File: config.mk
export PLATFORM = sky130hd
export DESIGN_NAME = servive_rst_seq
export DESIGN_NICKNAME = d
export VERILOG_FILES = /design/src/rtl/servive_rst_seq_pkg.sv /design/src/rtl/servive_sync.sv /design/src/rtl/servive_rst_seq.sv
export SDC_FILE = /design/constraint.sdc
export NUM_CORES = 1
export LEC_CHECK = 0
export BUFFER_PORTS_ARGS = -buffer_cell sky130_fd_sc_hd__clkbuf_2
export CORE_MARGIN = 4
export CORE_UTILIZATION = 39
export DETAILED_ROUTE_END_ITERATION = 12
export GPL_TIMING_DRIVEN = 0
export PLACE_DENSITY = 0.57
export SLEW_MARGIN = 10
export SYNTH_ARGS = -nofsm -noshare
export SYNTH_HDL_FRONTEND = slang
export SYNTH_SLANG_ARGS = --single-unit
File: constraint.sdc
create_clock -name i_clk -period 3.6 [get_ports i_clk]
set_input_delay 0.18 -clock i_clk [delete_from_list [all_inputs] [get_ports i_clk]]
set_output_delay 0.18 -clock i_clk [all_outputs]
set_load 0.05 [all_outputs]
File: src/rtl/servive_rst_seq_pkg.sv
// Shared types and helpers for the servive reset sequencer.
// Holds the FSM state encoding used by the RTL and by state checks in the bench.
package servive_rst_seq_pkg;

  typedef enum logic [1:0] {
    ST_LOCK    = 2'd0,
    ST_STRETCH = 2'd1,
    ST_STAGGER = 2'd2,
    ST_RUN     = 2'd3
  } state_e;

  // Counter width able to hold max_val; never narrower than one bit.
  function automatic int unsigned cnt_w(input int unsigned max_val);
    return (max_val == 0) ? 1 : $clog2(max_val + 1);
  endfunction

endpackage

File: src/rtl/servive_sync.sv
// N-stage asynchronous-reset synchroniser, width 1, clears to 0.
module servive_sync #(
  parameter int unsigned STAGES = 2
) (
  input  logic i_clk,
  input  logic i_rst,
  input  logic i_d,
  output logic o_q
);

  logic [STAGES-1:0] r_sync;

  always_ff @(posedge i_clk or posedge i_rst) begin
    if (i_rst) begin
      r_sync <= '0;
    end else begin
      r_sync <= {r_sync[STAGES-2:0], i_d};
    end
  end

  assign o_q = r_sync[STAGES-1];

endmodule

File: src/rtl/servive_rst_seq.sv
// Reset sequencer: holds bus and cores in reset until lock plus stretch,
// then releases the bus, staggers core releases and serves soft core resets.
module servive_rst_seq
  import servive_rst_seq_pkg::*;
#(
  parameter int unsigned CORE_COUNT     = 1,
  parameter int unsigned SYNC_STAGES    = 2,
  parameter int unsigned STRETCH_CYCLES = 16,
  parameter int unsigned STAGGER_CYCLES = 4,
  parameter int unsigned SOFT_CYCLES    = 8
) (
  input  logic                  i_clk,
  input  logic                  i_rst,
  input  logic                  i_pll_locked,
  input  logic [CORE_COUNT-1:0] i_core_rst_req,
  output logic                  o_wb_rst,
  output logic [CORE_COUNT-1:0] o_core_rst,
  output logic                  o_ready
);

  localparam int unsigned STR_W   = cnt_w(STRETCH_CYCLES - 1);
  localparam int unsigned STG_MAX = CORE_COUNT * STAGGER_CYCLES;
  localparam int unsigned STG_W   = cnt_w(STG_MAX);
  localparam int unsigned SOFT_W  = cnt_w(SOFT_CYCLES);

  logic                  w_lock;
  state_e                r_state;
  state_e                w_state_nxt;
  logic [STR_W-1:0]      r_str_cnt;
  logic [STR_W-1:0]      w_str_cnt_nxt;
  logic [STG_W-1:0]      r_stg_cnt;
  logic [STG_W-1:0]      w_stg_cnt_nxt;
  logic [STG_W-1:0]      w_stg_inc;
  logic                  r_lock_lost;
  logic                  r_wb_rst;
  logic                  w_wb_rst_nxt;
  logic                  r_ready;
  logic                  w_ready_nxt;
  logic [CORE_COUNT-1:0] w_release;

  servive_sync #(
    .STAGES (SYNC_STAGES)
  ) u_lock_sync (
    .i_clk (i_clk),
    .i_rst (i_rst),
    .i_d   (i_pll_locked),
    .o_q   (w_lock)
  );

  // State register; a lock drop outside LOCK is flagged first, then aborts on the next edge.
  always_ff @(posedge i_clk or posedge i_rst) begin
    if (i_rst) begin
      r_state     <= ST_LOCK;
      r_str_cnt   <= '0;
      r_stg_cnt   <= '0;
      r_lock_lost <= 1'b0;
      r_wb_rst    <= 1'b1;
      r_ready     <= 1'b0;
    end else begin
      r_state     <= w_state_nxt;
      r_str_cnt   <= w_str_cnt_nxt;
      r_stg_cnt   <= w_stg_cnt_nxt;
      r_lock_lost <= !w_lock && (r_state != ST_LOCK) && !r_lock_lost;
      r_wb_rst    <= w_wb_rst_nxt;
      r_ready     <= w_ready_nxt;
    end
  end

  assign w_stg_inc = r_stg_cnt + STG_W'(1);

  always_comb begin
    w_state_nxt   = r_state;
    w_str_cnt_nxt = r_str_cnt;
    w_stg_cnt_nxt = r_stg_cnt;
    w_wb_rst_nxt  = r_wb_rst;
    w_ready_nxt   = r_ready;
    w_release     = '0;
    if (r_lock_lost) begin
      w_state_nxt   = ST_LOCK;
      w_str_cnt_nxt = '0;
      w_stg_cnt_nxt = '0;
      w_wb_rst_nxt  = 1'b1;
      w_ready_nxt   = 1'b0;
    end else begin
      case (r_state)
        ST_LOCK: begin
          if (w_lock) begin
            w_state_nxt   = ST_STRETCH;
            w_str_cnt_nxt = '0;
          end
        end
        ST_STRETCH: begin
          if (r_str_cnt == STR_W'(STRETCH_CYCLES - 1)) begin
            w_state_nxt   = ST_STAGGER;
            w_str_cnt_nxt = '0;
            w_stg_cnt_nxt = '0;
            w_wb_rst_nxt  = 1'b0;
          end else begin
            w_str_cnt_nxt = r_str_cnt + STR_W'(1);
          end
        end
        ST_STAGGER: begin
          w_stg_cnt_nxt = w_stg_inc;
          for (int k = 0; k < CORE_COUNT; k++) begin
            if (w_stg_inc == STG_W'((k + 1) * STAGGER_CYCLES)) begin
              w_release[k] = 1'b1;
            end
          end
          if (w_stg_inc == STG_W'(STG_MAX)) begin
            w_state_nxt   = ST_RUN;
            w_stg_cnt_nxt = '0;
            w_ready_nxt   = 1'b1;
          end
        end
        default: begin
        end
      endcase
    end
  end

  // Per-core reset: held until staggered release, then driven by a soft-reset timer.
  for (genvar k = 0; k < CORE_COUNT; k++) begin : g_core
    logic              r_req;
    logic [SOFT_W-1:0] r_timer;
    logic              r_core_rst;

    always_ff @(posedge i_clk or posedge i_rst) begin
      if (i_rst) begin
        r_req      <= 1'b0;
        r_timer    <= '0;
        r_core_rst <= 1'b1;
      end else if (r_lock_lost) begin
        r_req      <= 1'b0;
        r_timer    <= '0;
        r_core_rst <= 1'b1;
      end else begin
        r_req <= i_core_rst_req[k] && (r_state == ST_RUN);
        if (r_req) begin
          r_timer    <= SOFT_W'(SOFT_CYCLES);
          r_core_rst <= 1'b1;
        end else if (r_timer > SOFT_W'(1)) begin
          r_timer <= r_timer - SOFT_W'(1);
        end else if (r_timer == SOFT_W'(1)) begin
          r_timer    <= '0;
          r_core_rst <= 1'b0;
        end else if (w_release[k]) begin
          r_core_rst <= 1'b0;
        end
      end
    end

    assign o_core_rst[k] = r_core_rst;
  end

  assign o_wb_rst = r_wb_rst;
  assign o_ready  = r_ready;

endmodule

==> metrics.txt <==
Final Hold Fails 18; fin cells 151; area leader, netlist dfrtp_1; vias in the first global route 741; DR WL/cell 12.7 µm; RSZ-0062 raised after global routing no; Peak supply drop 688 µV; Slew Viols, Final 0; first-pass GRT wire length 3.38 mm; Leak 0.600 nW; Initial Util 40.9%; Syn Area/Cell 10.4 µm²; Post-Syn Nets 122; Core Footprint 2760 µm²; Clock Sinks 20; reg2reg start r_state[1]; die area 3820 µm²; final setup vio count 0; initial antenna violation count 0; worst hold path type input port to asynchronous set/reset pin; hpwl dp 1.41 mm; Final min period 1740 ps; Nets 134; DR iter-0 viols 49; dpl ws 1850 ps; CTS Hold Bufs 1; CTS tree done; Fmax 0.574 GHz; worst rel slew slack 48.2%; DRC 0; Setup CP Type flip-flop to flip-flop; Post-CTS Setup Inserts 0; Root Driver clkbuf_4; Cell Count Post-Placement 146; Gates resized, CTS repair 0; Boundary Pins 7; Worst Path Arrival 1970 ps; max-cap violations 0; Worst Max-Slew Pin Slew 777 ps; Post-Syn Area 1130 µm²; port buffer count 6; post-synthesis sequential area ratio 44.6%; Rows 19; Worst-Skew Late Latency 300 ps; CP startpoint r_state[1]; worst hold slack -18.6 ps; number of nets still failing antenna checks after routing 0; Multi-input gate area 577 µm²; Total Power 0.935 mW; fillers 274; setup TNS 0 ps; Worst-path clk slew 120 ps; n_diodes 0; post-layout util 45.1%; clk_skew 2.14 ps; post-route clock period utilization 48.4%; status finished, violations left; failing checks hold timing; DRT Pass-1 Iters 4; Die Y-Extent 61.8 µm; total gr overflow 0; Post-Synthesis Cells 109; CP required 3830 ps; share of layout cells above drive strength 1 16.7%; top post-synthesis cells by area dfrtp_1, ha_1, dfstp_2; H-tree levels 1; gr usage total 12.0%; Layout area overhead 10.2%; GP Congestion 0.780; sequential cell area 503 µm²; Total Wirelength 1.92 mm; Synth top area share 39.9%; Critical Path Start Type flip-flop; maximum clock path buffer count 2; CTS Buf Count 3; DP Area 1200 µm²; pwr dens 752 nW/µm²; vias per cell 5.24; Die W 61.8 µm; worst setup margin 1860 ps; Synth Register Bits 20; critical path peak fanout 6; crit end category flip-flop; largest net degree at the start of global routing 21; fin area 1240 µm²; Yosys cell types 38; vias post-DR 791; number of synthesis warnings 0
-- final timing paths --
kind | to | slack (ps) | cells after the start
setup / recovery | r_str_cnt[0] | 1860 | 6
hold / removal | g_core[0].r_timer[2] | -20 | 2
setup reg to reg | r_str_cnt[0] | 1860 | 6
hold reg to reg | u_lock_sync.r_sync[1] | 360 | 0
max in group asynchronous | r_lock_lost | 3140 | 2
min in group i_clk | g_core[0].r_req | 70 | 3
-- registers in the layout, indices dropped and copies added (netlist names) --
signal	cells
g_core.r_req	1
g_core.r_timer	4
o_core_rst	1
o_ready	1
o_wb_rst	1
r_lock_lost	1
r_state	2
r_stg_cnt	3
r_str_cnt	4
u_lock_sync.r_sync	2
-- kinds of logic (layout without fill, tap and decap cells) --
kind of cell | after synthesis | after routing | share of synthesized area, %
adders and majority gates | 9 | 9 | 9.98
and+or+nand+nor | 36 | 36 | 16.5
AOI/OAI and AO/OA | 28 | 28 | 20.5
xor gates and xnor gates | 1 | 1 | 1.44
DFF | 20 | 20 | 44.6
muxes | 3 | 3 | 2.66
buffers and inverters | 12 | 23 | 4.32
-- final cells by class --
class / count / share of cell area (%)
plain buffers: 3 / 1.21
multi-input cells: 77 / 46.4
repair buffers: 7 / 3.22
inverters: 9 / 2.72
well taps: 31 / 3.12
flip-flops and latches: 20 / 40.4
clock buffers: 4 / 2.92
-- worst max-delay path: stages (launching register included) --
cell      delay [ps]
dfrtp_1          430
inv_1            140
ha_1             270
inv_1            150
a311oi_4         360
o21ai_0          140
o21ai_0          170
-- Yosys cell counts --
master,count
a22o_1,2
o21ai_0,7
xor2_2,1
nor3_1,6
nor2_1,7
nand2b_1,2
ha_1,9
or2b_2,1
o31a_1,1
and2_1,1
buf_4,1
or2_1,1
dfstp_2,2
nand4b_1,1
inv_1,9
buf_1,1
a41o_1,1
clkbuf_1,1
o22a_1,1
a311oi_4,1
or2b_1,1
a211o_1,1
and4_4,1
o31ai_1,2
o41ai_2,1
nor2b_1,2
nand3_1,2
nand2_1,10
nor4b_1,1
dfrtp_1,18
a211oi_4,1
a21oi_1,4
a31oi_1,2
o2bb2ai_1,1
o21bai_1,1
a21o_1,1
a21oi_2,1
mux2i_1,3
-- where the power goes --
| part | switching (mW) | leakage [nW] | internal [mW] |
|---|---|---|---|
| Sequential | 0.0478 | 0.257 | 0.285 |
| Combinational | 0.272 | 0.322 | 0.198 |
| Clock | 0.0708 | 0.0210 | 0.0617 |
| Total | 0.390 | 0.600 | 0.545 |
-- cell usage in the layout (no fill, tap or decap), drive strengths merged, types with 2 or more instances in the layout --
master   n
dfrtp   18
clkbuf  11
nand2   10
inv      9
ha       9
nor2     7
o21ai    7
nor3     6
a21oi    5
mux2i    3
nand2b   2
nand3    2
o31ai    2
a31oi    2
a22o     2
nor2b    2
dfstp    2
buf      2
or2b     2
-- layer usage --
| metal | vias up | GRT usage (%) | routed length (µm) |
|---|---|---|---|
| met5 | - | 0 | 0 |
| met4 | 0 | 2.73 | 15 |
| met3 | 2 | 3.72 | 71 |
| met2 | 9 | 20.3 | 915 |
| met1 | 378 | 15.1 | 920 |
| li1 | 402 | - | - |
Power figures use the tool's default switching activity.
